### src/rtl/echo_tof_capture.sv
// echo_tof_capture: measures echo time of flight in gclk cycles after a burst start, with blanking, debounce and timeout
module echo_tof_capture #(
    parameter int CNT_W       = 20,
    parameter int BLANK_CYC   = 2400,
    parameter int TIMEOUT_CYC = 600000,
    parameter int DEBOUNCE    = 8
) (
    input  logic             gclk,
    input  logic             rstn,
    input  logic             start,
    input  logic             echo_in,
    output logic             busy,
    output logic [CNT_W-1:0] tof,
    output logic             tof_valid,
    output logic             timeout
);
    localparam int RUN_W = DEBOUNCE > 1 ? $clog2(DEBOUNCE) : 1;
    localparam logic [RUN_W-1:0] RUN_MAX = RUN_W'(DEBOUNCE - 1);
    localparam logic [CNT_W-1:0] BLANK_END = CNT_W'(BLANK_CYC - 1);
    localparam logic [CNT_W-1:0] TIME_END = CNT_W'(TIMEOUT_CYC - 1);

    typedef enum logic [1:0] {IDLE, BLANK, LISTEN} state_t;

    state_t           state_q, state_d;
    logic [1:0]       sync_q, sync_d;
    logic [CNT_W-1:0] cnt_q, cnt_d;
    logic [CNT_W-1:0] cand_q, cand_d;
    logic [CNT_W-1:0] tof_q, tof_d;
    logic [RUN_W-1:0] run_q, run_d;
    logic             tof_valid_q, tof_valid_d;
    logic             timeout_q, timeout_d;
    logic             busy_q, busy_d;
    logic             echo_s, accept, expire;

    assign echo_s    = sync_q[1];
    assign busy      = busy_q;
    assign tof       = tof_q;
    assign tof_valid = tof_valid_q;
    assign timeout   = timeout_q;

    // State and datapath registers, all cleared asynchronously
    always_ff @(posedge gclk or negedge rstn) begin
        if (!rstn) begin
            state_q     <= IDLE;
            sync_q      <= '0;
            cnt_q       <= '0;
            cand_q      <= '0;
            tof_q       <= '0;
            run_q       <= '0;
            tof_valid_q <= 1'b0;
            timeout_q   <= 1'b0;
            busy_q      <= 1'b0;
        end else begin
            state_q     <= state_d;
            sync_q      <= sync_d;
            cnt_q       <= cnt_d;
            cand_q      <= cand_d;
            tof_q       <= tof_d;
            run_q       <= run_d;
            tof_valid_q <= tof_valid_d;
            timeout_q   <= timeout_d;
            busy_q      <= busy_d;
        end
    end

    // Next state: start restarts from any state; accept beats expiry on the last listen cycle
    always_comb begin
        accept  = state_q == LISTEN && echo_s && run_q == RUN_MAX;
        expire  = state_q == LISTEN && cnt_q == TIME_END && !accept;
        state_d = state_q;
        if (start)
            state_d = BLANK;
        else if (state_q == BLANK && cnt_q == BLANK_END)
            state_d = LISTEN;
        else if (accept || expire)
            state_d = IDLE;
    end

    // Datapath: counter, debounce run, candidate latch and registered result pulses
    always_comb begin
        sync_d      = {sync_q[0], echo_in};
        cnt_d       = start ? '0 : state_q != IDLE ? cnt_q + CNT_W'(1) : cnt_q;
        run_d       = (start || state_q != LISTEN || !echo_s) ? '0 :
                      run_q == RUN_MAX ? run_q : run_q + RUN_W'(1);
        cand_d      = (state_q == LISTEN && echo_s && run_q == '0) ? cnt_q : cand_q;
        tof_valid_d = accept && !start;
        timeout_d   = expire && !start;
        tof_d       = tof_valid_d ? (DEBOUNCE == 1 ? cnt_q : cand_q) : timeout_d ? '1 : tof_q;
        busy_d      = state_d != IDLE;
    end
endmodule

### config.mk
export PLATFORM = sky130hd
export DESIGN_NAME = echo_tof_capture
export DESIGN_NICKNAME = d
export VERILOG_FILES = /design/src/rtl/echo_tof_capture.sv
export SDC_FILE = /design/constraint.sdc
export NUM_CORES = 1
export LEC_CHECK = 0
export CORE_MARGIN = 2
export CORE_UTILIZATION = 54
export CTS_BUF_LIST = sky130_fd_sc_hd__clkbuf_8
export DETAILED_ROUTE_END_ITERATION = 10
export HOLD_SLACK_MARGIN = 0.03
export PLACE_DENSITY_LB_ADDON = 0.15
export SLEW_MARGIN = 10
export SYNTH_ARGS = -nofsm -noshare
export SYNTH_HDL_FRONTEND = slang
export SYNTH_SLANG_ARGS = --single-unit
### constraint.sdc
create_clock -name gclk -period 2.06 [get_ports gclk]
set_clock_uncertainty 0.1 [all_clocks]
set_input_delay 0.309 -clock gclk [delete_from_list [all_inputs] [get_ports gclk]]
set_output_delay 0.309 -clock gclk [all_outputs]
set_load 0.01 [all_outputs]
* Yosys cells after proc, flatten, opt, wreduce, memory -nomap -nowiden
Cells that the tools add are included.
** Word-level totals
- Flip-flop bits (word level) :: 70
- Output and inout port bits :: 23
- Logic and storage cells :: 46
** Operators by class
- Add/subtract/negate cells :: 2
- Equality and inequality tests :: 7
- Mux-type cells :: 9
- Reduce and logical (&&, ||, !) cells :: 19
** Operators by type and width (count)
- 20-bit 2-to-1 mux :: 4
- 20-bit by 1-bit adder with 20-bit output, second input constant :: 1
- 20-bit by 12-bit equality test with 1-bit output, second input constant :: 1
- 20-bit equality test, second input constant :: 1
- 1-bit logical AND :: 8
- 2-bit nonzero test :: 4
- 2-bit 2-to-1 mux :: 3
- 3-bit 2-to-1 mux :: 2
- 2-bit != test, second input constant :: 2
- 3-bit by 1-bit adder with 3-bit output, second input constant :: 1
- 3-bit equality test, second input constant :: 1
- 1-bit zero test :: 3
- 3-bit zero test :: 1
- 1-bit logical OR :: 3
- 2-bit by 1-bit equality test with 1-bit output, second input constant :: 1
- 2-bit equality test, second input constant :: 1

* Logic depth before layout (Yosys ltp)
Gate-level depths: netlist of run 1.
- Depth after elaboration :: 10
- Gate-level depth with buffers :: 8
- Mapped depth without buffers :: 6

* Least setup slack after synthesis of run 1
OpenSTA, ideal clock, no wires.
- Path kind :: register -> register
- From :: register cnt_q[5]
- To :: register cnt_q[16]
- Arrival :: 1.729 ns
- Slack :: 0.154 ns
- Cell stages (with the launch flop) :: 5
- Path buffers :: 0
- Path through :: dfrtp_1 > nand4_4 > or4_4 > or4_1 > a21oi_1
** On the way
- Longest elaborated chain between the ends :: 3
** Ends and longest elaborated chain
- start: declaration :: RTL line 26 : logic [CNT_W-1:0] cnt_q, cnt_d;
- start signal: assignment :: RTL line 56 : cnt_q <= cnt_d;
- 20-bit by 1-bit adder with 20-bit output :: RTL line 82 : cnt_d = start ? '0 : state_q != IDLE ? cnt_q + CNT_W'(1) : cnt_q;
- 20-bit 2-to-1 mux (2 in series) :: RTL line 82
Every way passes these cells. The select of a mux whose other input is x is not followed.
A chain may end at the register's enable or synchronous reset.

* Final worst setup path of run 1
- From :: register cnt_q[8]
- To :: register cnt_q[16]
The elaborated chain is that of the path after synthesis.

==> summary.md, run 1 <==
| Metric | Value |
|---|---|
| All-Layer GR Usage | a little over a fifth |
| Synthesized Nets | between 300 and 400 |
| Total Neg Setup Slack | 0 ns |
| Yosys top cell area share | approximately 55% |
| Max-cap check violation count | 0 |
| Rows | 28 |
| Routability congestion estimate | approximately 0.8 |
| CTS Buf Count | 9 |
| Clock transition at path regs | 0.08 ns |
| PortBufs | 26 |
| Met2 WL | around 3.3 mm |
| Syn-to-layout area delta | 19.5% |
| Nets | 340 |
| Mux contribution to synthesized area | under 10% |
| CTS Sinks | 70 |
| Ports | 27 |
| Worst setup EP type | flop |
| M1 WL | between 3 and 4 mm |
| XOR/XNOR share of the synthesized area | 3.01% |
| Non-filler cells in the finished layout | a little over 400 |
| Initial DRC count | 170 |
| Worst hold margin | between 0.2 and 0.25 ns |
| DR vias/cell | around 5.6 |
| Placed insts | just under 400 |
| H-tree levels | 3 |
| Final Worst Setup Slack | 0.0804 ns |
| Max_slew headroom | 62.3% |
| Status | finished clean |
| Main combinational cell family by area after synthesis | simple AND/OR/NAND/NOR gates |
| Die Wd | approximately 81 um |
| Cell with the most instances after synthesis | dfrtp_1 |
| Mapped Cells | slightly below 300 |
| CTS tree | yes |
| Setup violators final | 0 |
| Ys Warns | 0 |
| Multi-input logic area | around 0.0013 mm^2 |
| First-pass GRT wire length | 10.8 mm |
| Design area | about 0.0038 mm^2 |
| Hold/Removal Path Class | reg2reg |
| Clock Tree Buf Depth | 2 |
| Routed vias | roughly 2300 |
| Async S/R FF share, synth | between 90% and 100% |
| Setup Buffers After CTS | 0 |
| Worst-margin pin slew | roughly 0.57 ns |
| Max FO, Critical Path | 11 |
| Filler cell count | about 470 |
| Dpl ws | between 0.06 and 0.07 ns |
| Design Power | 2.72 mW |
| Routed wire length | approximately 6.6 mm |
| Final antenna-violating net count | 0 |
| Syn Std Cell Area | between 0.003 and 0.004 mm^2 |
| Final Util | 65.8% |
| Total core area | roughly 0.0058 mm^2 |
| Crit path time final | approximately 2 ns |
| Simple-gate share of the synthesized area | between 10% and 20% |
| Starting Density | between 50% and 60% |
| FF+latch count, synth | 70 |
| Global route overflow | 0 |
| Mapped Avg Cell Area | between 10 and 15 um^2 |
| P_leak | approximately 1.7 nW |
| Setup CP Type | reg2reg |
| ANT cells | 0 |
| Hold Vio Cnt, Final | 0 |
| Drt pass-1 iters | 4 |
| Die area | roughly 0.0066 mm^2 |
| Initial antenna violation count | 0 |
| Clk_lat worst skew | roughly 0.34 ns |
| Post-synth top flop | dfrtp_1 |
| Synth area leader | dfrtp_1 |
| Startpoint types | flop |
| Worst Path Arrival | around 2.2 ns |
| Largest net degree at the start of global routing | 48 |
| DRC | 0 |
| Worst IR Drop VDD | ~0.48 mV |
| Tcrit/Tclk final | between 90% and 100% |
| Pins over their slew limit | 0 |
| FF+latch area | 0.00175 mm^2 |
| EDFF count, synth | 0 |
| F_max | around 500 MHz |
| Root Driver | clkbuf_8 |
| Power per cell area | ~700 mW/mm^2 |
| Top sig layer | met4 |
| Largest cells by area after synthesis | dfrtp_1 (55%), mux2_2 (7.0%), a21oi_1 (4.8%) |
| CP required | approximately 2.2 ns |
| Layout cell share with drive strength beyond 1 | roughly a fifth |
| Post-synth top cells | dfrtp_1 (70), nor2_1 (35), a21oi_1 (31), mux2_2 (20), o22ai_1 (20) |
| Post-synthesis adder-cell area fraction | roughly 1.6% |
| Vias in the first global route | roughly 2300 |
| Sequential share of the synthesized area | approximately 55% |
| Wire per inst | about 16 um |
| RSZ-0062 raised after global routing | no |
| Dpl hpwl | approximately 4.5 mm |
| Met3 wire length | between 150 and 200 um |
| Die Y-Extent | between 80 and 90 um |
| Synth Area in Compound Gates | 11.9% |
| Distinct cells, synth | 42 |
| Post-DP Area | ~0.0036 mm^2 |
## cell families after synthesis
group | after synthesis
compound gates | 67
xor+xnor | 11
fa+ha+maj | 4
buf+inv | 28
flops | 70
mux | 22
simple gates | 93
## routing by layer
metal  global-route usage, %  up-vias
met1                    28.0     1131
met2                    36.0       36
met5                       0        -
met3                    4.00       12
met4                    10.3        0
li1                        -     1129
## final cells by class
| class | count | share of cell area [%] |
|---|---|---|
| sequential | 70 | 45.8 |
| clock inverter | 7 | 2.68 |
| clock buffer | 9 | 3.24 |
| multi-input combinational | 197 | 33.4 |
| timing repair buffer | 49 | 12.0 |
| inverter | 5 | 0.491 |
| tap | 75 | 2.45 |
## layout by cell type, fill, tap and decap left out, types with 6 or more instances in the layout
master	Yosys	final
dfrtp_1	70	70
nand4_1	6	6
mux2_2	20	20
clkdlybuf4s50_1	0	25
clkbuf_8	4	9
buf_4	1	19
o21ai_0	10	10
o22ai_1	20	20
or3_1	7	7
nand2_1	14	14
nor2_1	35	35
a21oi_1	31	31
xor2_1	7	7
## final timing paths
kind                            startpoint         to  slack (ns)  cells past startpoint
worst max register to register    cnt_q[8]  cnt_q[16]        0.08                      4
max in group asynchronous             rstn  cnt_q[10]        0.83                      3
worst min-delay path             sync_q[0]  sync_q[1]        0.25                      0
worst max-delay path              cnt_q[8]  cnt_q[16]        0.08                      4
min in group asynchronous             rstn  cand_q[6]        0.40                      2
worst min register to register   sync_q[0]  sync_q[1]        0.25                      0
## report_power, final
group          total [mW]  internal [mW]  switching [mW]
Combinational      0.0842         0.0297          0.0545
Clock                1.25          0.696           0.550
Sequential           1.39           1.38          0.0114
## flip-flops by register name, summed over array words and instances, names as in the netlist
name / flops
tof: 20
timeout: 1
cand_q: 20
state_q: 2
cnt_q: 20
tof_valid: 1
busy: 1
run_q: 3
sync_q: 2
## worst max-delay path, cell delays in order (launching register included)
cell	delay, ns
dfrtp_1	0.46
nand4_4	0.10
or4_4	0.61
or4_1	0.48
a21oi_1	0.15
## repair_timing
| item | in CTS | in global routing |
|---|---|---|
| gates resized for setup | 0 | 3 |
| endpoints found under the hold margin | 23 | 0 |
| hold buffers | 1 | 0 |
| setup endpoints to repair | 0 | 18 |
(Power assumes the default switching activity.)
==> run 2: changes to the inputs <==
--- a/config.mk
+++ b/config.mk
@@ -5,6 +5,7 @@
 export SDC_FILE = /design/constraint.sdc
 export NUM_CORES = 1
 export LEC_CHECK = 0
+export ABC_AREA = 1
 export CORE_MARGIN = 2
 export CORE_UTILIZATION = 54
 export CTS_BUF_LIST = sky130_fd_sc_hd__clkbuf_8
==> run 2 against run 1 <==
Compared with the run above:
- cell count up 31%
- count of clock-buffer cells in the layout up 1
- final area up 4.3%
- wire length up 5.1%
- combinational power down 12%
- sequential power about the same
- flip-flop and latch count unchanged
- global-route usage about the same
- hold slack about the same
- critical path depth up 4
- first-iteration DRC count up 6.5%
- critical path type unchanged
- critical endpoint is now tof[19]
- largest power group unchanged
- highest routed layer unchanged
==> summary.md, run 2 <==
| Metric | Value |
|---|---|
| Status | finished clean |
| Layout cell share with drive strength beyond 1 | 8.66% (-12 points) |
| Initial DRC count | 181 (+6.5%) |
| FF+latch area | 0.00175 mm^2 (unchanged) |
| Crit path time final | 1.86 ns (-0.124 ns) |
| Yosys top cell area share | 51.0% (-3.7 points) |
| Design area | 0.00399 mm^2 (+4.3%) |
| Setup CP Type | reg2reg |
| Nets | 465 (+37%) |
| DRC | 0 (unchanged) |
| Max FO, Critical Path | 21 (+10) |
| Die Wd | 83.7 um (+3.4%) |
| Max_slew headroom | 75.3% (+13 points) |
| Post-DP Area | 0.00373 mm^2 (+4.3%) |
| Ys Warns | 0 (unchanged) |
| Synthesized Nets | 437 (+44%) |
| Wire per inst | 12.8 um (-20%) |
| Most common cell after layout, fill and taps aside | nand2_1 |
| Routed vias | 2674 (+16%) |
| Ports | 27 (unchanged) |
| F_max | 539 MHz (+6.7%) |
| Total core area | 0.00624 mm^2 (+7.3%) |
| Syn-to-layout area delta | 16.2% |
| Routability congestion estimate | 0.873 (+7.9%) |
| ANT cells | 0 (unchanged) |
| Design Power | 2.81 mW (+3.2%) |
| Worst R2R Setup Slack | 0.20 ns (+0.12 ns) |
| FF-to-FF End | tof[19] |
| CTS Buf Count | 9 (unchanged) |
| Filler cell count | 555 (+17%) |
| FF+latch count, synth | 70 (unchanged) |
| Dpl hpwl | 4.85 mm (+8.2%) |
| Routed wire length | 6.90 mm (+5.1%) |
| Cell with the most instances after synthesis | nand2_1 |
| Total Neg Setup Slack | 0 ns (unchanged) |
| First-pass GRT wire length | 12.2 mm (+13%) |
| R2r startpoint | cnt_q[1] |
| Die area | 0.00701 mm^2 (+6.8%) |
| Setup violators final | 0 (unchanged) |
| Clk_lat worst skew | 0.34 ns (about the same) |
| Root Driver | clkbuf_8 |
| Mapped Avg Cell Area | 8.00 um^2 (-26%) |
| CTS Sinks | 70 (unchanged) |
| Final antenna-violating net count | 0 (unchanged) |
| Mapped Cells | 429 (+45%) |
| All-Layer GR Usage | 21.8% (-0.044 points) |
| CP required | 2.19 ns (-0.04 ns) |
| CP endpoint | tof[19] |
| PortBufs | 26 (unchanged) |
| CTS tree | yes |
| Worst-case reg-to-reg path depth | 8 (+4) |
| Crit path from | cnt_q[1] |
| Max-cap check violation count | 0 (unchanged) |
| Post-synth top flop | dfrtp_1 |
| Worst IR Drop VDD | 0.387 mV (-20%) |
| Most frequent cells in the layout | nand2_1 (129), dfrtp_1 (70), inv_1 (59), nor2_1 (41), nand3_1 (36) |
| Worst Path Arrival | 1.98 ns (-0.17 ns) |
| Async S/R FF share, synth | 100% (unchanged) |
| Post-synth top cells | nand2_1 (129), dfrtp_1 (70), inv_1 (58), nor2_1 (41), nand3_1 (36) |
| Top delay family on crit path | simple AND/OR/NAND/NOR gates |
| Clock transition at path regs | 0.07 ns (about the same) |
| Hold/Removal Path Class | reg2reg |
| Critical path depth in cells | 8 (+4) |
| DR vias/cell | 4.96 (-11%) |
| Clock Tree Buf Depth | 2 (unchanged) |
| Power per cell area | 705 mW/mm^2 (-1.0%) |
| Rows | 29 (+3.6%) |
| Synth area leader | dfrtp_1 |
| Vias in the first global route | 2577 (+11%) |
| H-tree levels | 3 (unchanged) |
| Syn Std Cell Area | 0.00343 mm^2 (+7.2%) |
| Starting Density | 55.0% (-0.065 points) |
| Pins over their slew limit | 0 (unchanged) |
| Worst setup EP type | flop |
| Sequential share of the synthesized area | 51.0% (-3.7 points) |
| RSZ-0062 raised after global routing | no |
| Setup Buffers After CTS | 0 (unchanged) |
| Distinct cells, synth | 26 (-38%) |
| Die Y-Extent | 83.7 um (+3.4%) |
| P_leak | 1.89 nW (+12%) |
| Crit-path cells | ha_1 -> nand3_2 -> nor2_8 -> nand3_2 -> nand2_4 -> nand2_4 -> nand2_1 -> nand2_1 |
| Multi-input logic area | 0.00134 mm^2 (+5.1%) |
| Worst-margin pin slew | 0.371 ns (-0.195 ns) |
| Largest net degree at the start of global routing | 71 (+48%) |
| Hold Vio Cnt, Final | 0 (unchanged) |
| Startpoint types | flop |
| CP bufs+invs | 0 (unchanged) |
| Crit path largest cell delay | 0.40 ns (-0.21 ns) |
| Drt pass-1 iters | 4 (unchanged) |
| Global route overflow | 0 (unchanged) |
| Slowest cell on crit path | dfrtp_1 |
| Initial antenna violation count | 0 (unchanged) |
| Largest cells by area after synthesis | dfrtp_1 (51%), nand2_1 (14%), inv_1 (6.3%) |
| Tcrit/Tclk final | 90.1% (-6.0 points) |
| EDFF count, synth | 0 (unchanged) |
==> run 2: report_power, final <==
| part | switching [mW] | internal (mW) | leakage (nW) | total, mW |
|---|---|---|---|---|
| logic | 0.0524 | 0.0220 | 0.805 | 0.0744 |
| clock network | 0.516 | 0.835 | 0.124 | 1.35 |
| registers | 0.00721 | 1.38 | 0.961 | 1.39 |
| total | 0.575 | 2.24 | 1.89 | 2.81 |
==> run 2: through the flow <==
step	instances	util (%)	setup slack [ns]	hold WS [ns]
floorplan	429	-	0.534	-0.0866
global placement	522	59.8	0.275	0.234
detailed placement	522	59.8	0.211	0.235
CTS	539	63.9	0.183	0.251
global route	539	63.9	0.0386	0.256
finish	539	63.9	0.205	0.249
==> run 2: area by class of cell <==
type                            count  share of cell area (%)
Clock buffer                       10                    3.45
Clock inverter                      6                    2.76
Inverter                           60                    5.64
Multi-Input combinational cell    284                    33.6
Sequential cell                    70                    43.9
Tap cell                           77                    2.41
Timing Repair Buffer               32                    8.22
==> run 2: layer usage <==
metal / wire length (um) / vias up / part of all wire (%) / track usage [%]
li1: - / 1395 / - / -
met1: 3310 / 1197 / 48 / 31.1
met2: 3150 / 76 / 46 / 33.5
met3: 361 / 6 / 5.2 / 5.24
met4: 77 / 0 / 1.1 / 6.45
met5: 0 / - / 0 / 0
==> run 2: worst reg2reg max path, cell delays in order (launching register included) <==
cell,delay [ns]
dfrtp_1,0.40
ha_1,0.23
nand3_2,0.17
nor2_8,0.13
nand3_2,0.13
nand2_4,0.22
nand2_4,0.18
nand2_1,0.11
nand2_1,0.06
==> run 2: worst min path at each step <==
| stage | from | end | cells after the start |
|---|---|---|---|
| 4_1_cts | sync_q[0] | sync_q[1] | 0 |
| 5_1_grt | sync_q[0] | sync_q[1] | 0 |
| 6_report | sync_q[0] | sync_q[1] | 0 |
| 3_3_place_gp | sync_q[0] | sync_q[1] | 0 |
| 3_5_place_dp | sync_q[0] | sync_q[1] | 0 |
| 2_1_floorplan | rstn | busy | 0 |
==> run 2: logic make-up (layout without fill, tap and decap cells) <==
family                     Yosys count  count (layout)  synth area share (%)
and+or+nand+nor                    237             237                  31.3
adders and majority gates            4               4                  1.46
AOI/OAI and AO/OA                   43              43                  6.30
DFF                                 70              70                  51.0
buffers and inverters               75             108                  9.91
==> run 2: repair_timing <==
| item | CTS | global route |
|---|---|---|
| hold buffers | 1 | 0 |
| endpoints found under the hold margin | 70 | 0 |
| resized for setup | 0 | 0 |
==> run 3: changes to the inputs <==
--- a/config.mk
+++ b/config.mk
@@ -6,9 +6,10 @@
 export NUM_CORES = 1
 export LEC_CHECK = 0
 export ABC_AREA = 1
-export CORE_MARGIN = 2
+export CORE_MARGIN = 10
 export CORE_UTILIZATION = 54
 export CTS_BUF_LIST = sky130_fd_sc_hd__clkbuf_8
+export CTS_CLUSTER_SIZE = 40
 export DETAILED_ROUTE_END_ITERATION = 10
 export HOLD_SLACK_MARGIN = 0.03
 export PLACE_DENSITY_LB_ADDON = 0.15
==> run 3 against run 2 <==
Compared with the run above:
- flip-flop and latch count did not move
- global-route usage fell by 6.8 points
- cell count fell by 0.37%
- count of clock-buffer cells in the layout rose by 2
- critical path depth did not move
- non-clock buffer count rose by 1
- setup slack improved by 0.00094 ns
- clock power fell by 15%
- sequential power barely moved
- largest cell class unchanged
- largest power group unchanged
==> summary.md, run 3 (same netlist as run 2, synthesis figures left out) <==
| Metric | Value |
|---|---|
| H-tree levels | 3 (unchanged) |
| CP bufs+invs | 0 (unchanged) |
| Worst Path Arrival | 1.98 ns (about the same) |
| Wire per inst | 13.3 um (+3.7%) |
| F_max | 539 MHz (about the same) |
| Most common cell after layout, fill and taps aside | nand2_1 |
| Max_slew headroom | 76.4% (+1.1 points) |
| Routability congestion estimate | 0.899 (+3.0%) |
| RSZ-0062 raised after global routing | no |
| CP endpoint | tof[2] |
| Most frequent cells in the layout | nand2_1 (129), dfrtp_1 (70), inv_1 (58), nor2_1 (41), nand3_1 (36) |
| Setup CP Type | reg2reg |
| Hold Vio Cnt, Final | 0 (unchanged) |
| Max-cap check violation count | 0 (unchanged) |
| Global route overflow | 0 (unchanged) |
| CTS Buf Count | 9 (unchanged) |
| Clk_lat worst skew | 0.34 ns (about the same) |
| FF-to-FF End | tof[2] |
| Final Worst Setup Slack | 0.206 ns (+0.000939 ns) |
| Dpl ws | 0.227 ns (+0.0160 ns) |
| FF+latch area | 0.00175 mm^2 (unchanged) |
| Startpoint types | flop |
| Rows | 28 (-3.4%) |
| Max FO, Critical Path | 21 (unchanged) |
| Ports | 27 (unchanged) |
| Design area | 0.00394 mm^2 (-1.2%) |
| Worst IR Drop VDD | 0.644 mV (+66%) |
| Worst-case reg-to-reg path depth | 8 (unchanged) |
| Largest net degree at the start of global routing | 71 (unchanged) |
| Worst-margin pin slew | 0.355 ns (-0.0159 ns) |
| Multi-input logic area | 0.00134 mm^2 (unchanged) |
| Status | finished clean |
| Total core area | 0.00606 mm^2 (-2.9%) |
| Dpl hpwl | 5.17 mm (+6.6%) |
| Crit-path cells | ha_1 -> nand3_2 -> nor2_8 -> nand3_2 -> nand2_4 -> nand2_4 -> nand2_1 -> nand2_1 |
| Slowest cell on crit path | dfrtp_1 |
| Final antenna-violating net count | 0 (unchanged) |
| First-pass GRT wire length | 12.4 mm (+2.0%) |
| Critical path depth in cells | 8 (unchanged) |
| Clock Tree Buf Depth | 2 (unchanged) |
| Top delay family on crit path | simple AND/OR/NAND/NOR gates |
| Routed vias | 2787 (+4.2%) |
| DR vias/cell | 5.19 (+4.6%) |
| Total Neg Setup Slack | 0 ns (unchanged) |
| Vias in the first global route | 2683 (+4.1%) |
| PortBufs | 26 (unchanged) |
| Hold/Removal Path Class | reg2reg |
| Starting Density | 56.6% (+1.6 points) |
| All-Layer GR Usage | 15.1% (-6.8 points) |
| CTS Sinks | 70 (unchanged) |
| P_leak | 1.87 nW (-1.0%) |
| Crit path from | cnt_q[1] |
| CTS tree | yes |
| Crit path time final | 1.85 ns (-0.000939 ns) |
| Power per cell area | 661 mW/mm^2 (-6.2%) |
| Worst R2R Setup Slack | 0.21 ns (about the same) |
| Initial DRC count | 185 (+2.2%) |
| Nets | 466 (+0.22%) |
| Routed wire length | 7.13 mm (+3.3%) |
| Tcrit/Tclk final | 90.0% (about the same) |
| Layout cell share with drive strength beyond 1 | 8.87% (+0.22 points) |
| Filler cell count | 494 (-11%) |
| Crit path largest cell delay | 0.41 ns (about the same) |
| CP required | 2.19 ns (about the same) |
| Drt pass-1 iters | 5 (+1) |
| R2r startpoint | cnt_q[1] |
| Pins over their slew limit | 0 (unchanged) |
| Root Driver | clkbuf_8 |
| Worst setup EP type | flop |
| ANT cells | 0 (unchanged) |
| Die Wd | 99.7 um (+19%) |
| Clock transition at path regs | 0.08 ns (about the same) |
| Setup violators final | 0 (unchanged) |
| Initial antenna violation count | 0 (unchanged) |
| DRC | 0 (unchanged) |
| Post-DP Area | 0.00372 mm^2 (-0.20%) |
| Syn-to-layout area delta | 14.8% |
| Die area | 0.00995 mm^2 (+42%) |
| Die Y-Extent | 99.7 um (+19%) |
==> run 3: cell count changes in the layout (fill, tap and decap cells not counted), sizes merged <==
cell and delta:
bufinv -2, clkbuf +2, buf +1, inv -1
==> run 3: worst min path at each step <==
stage / from / end / slack, ns / cells past startpoint
after floorplan: rstn / busy / -0.09 / 0
after global placement: sync_q[0] / sync_q[1] / 0.23 / 0
after detailed placement: sync_q[0] / sync_q[1] / 0.24 / 0
after CTS: sync_q[0] / sync_q[1] / 0.26 / 0
after global routing: sync_q[0] / sync_q[1] / 0.28 / 0
final: sync_q[0] / sync_q[1] / 0.26 / 0
==> run 3: layout make-up <==
cell class | count | share of cell area [%]
timing repair buffer | 33 | 8.19
sequential | 70 | 44.4
clock inverter | 3 | 1.08
multi-input combinational | 284 | 34.0
tap | 75 | 2.38
inverter | 60 | 5.71
clock buffer | 12 | 4.19
==> run 3: where the power goes <==
group | internal, mW | switching (mW)
sequential | 1.38 | 0.00750
clock | 0.650 | 0.496
combinational | 0.0211 | 0.0529
total | 2.05 | 0.556
==> run 3: worst reg2reg max path, delay by kind of cell, from the launching register on <==
kind	cells	cell delay [ns]
and+or+nand+nor	7	1.01
DFF	1	0.41
adders and majority gates	1	0.24
==> run 3: what timing repair did <==
action                    CTS  global route
gates resized for setup     0             0
hold endpoints to repair   70             0
setup buffers               0             0
hold buffers                1             0
==> run 3: per-layer routing <==
metal / up-vias / GRT usage [%] / wire length [um]
li1: 1393 / - / -
met2: 72 / 23.5 / 3240
met3: 13 / 3.88 / 429
met1: 1309 / 19.1 / 3310
met4: 0 / 7.06 / 140
met5: - / 0 / 0
==> run 3: through the flow <==
step | total power [mW] | hold slack [ns] | cells | util, %
final | 2.61 | 0.257 | 537 | 65.0
after detailed placement | 1.49 | 0.241 | 521 | 61.5
after global placement | 1.48 | 0.233 | 521 | 61.5
after CTS | 2.63 | 0.258 | 537 | 65.0
after global routing | 2.69 | 0.281 | 537 | 65.0
after floorplan | 1.44 | -0.0866 | 429 | -
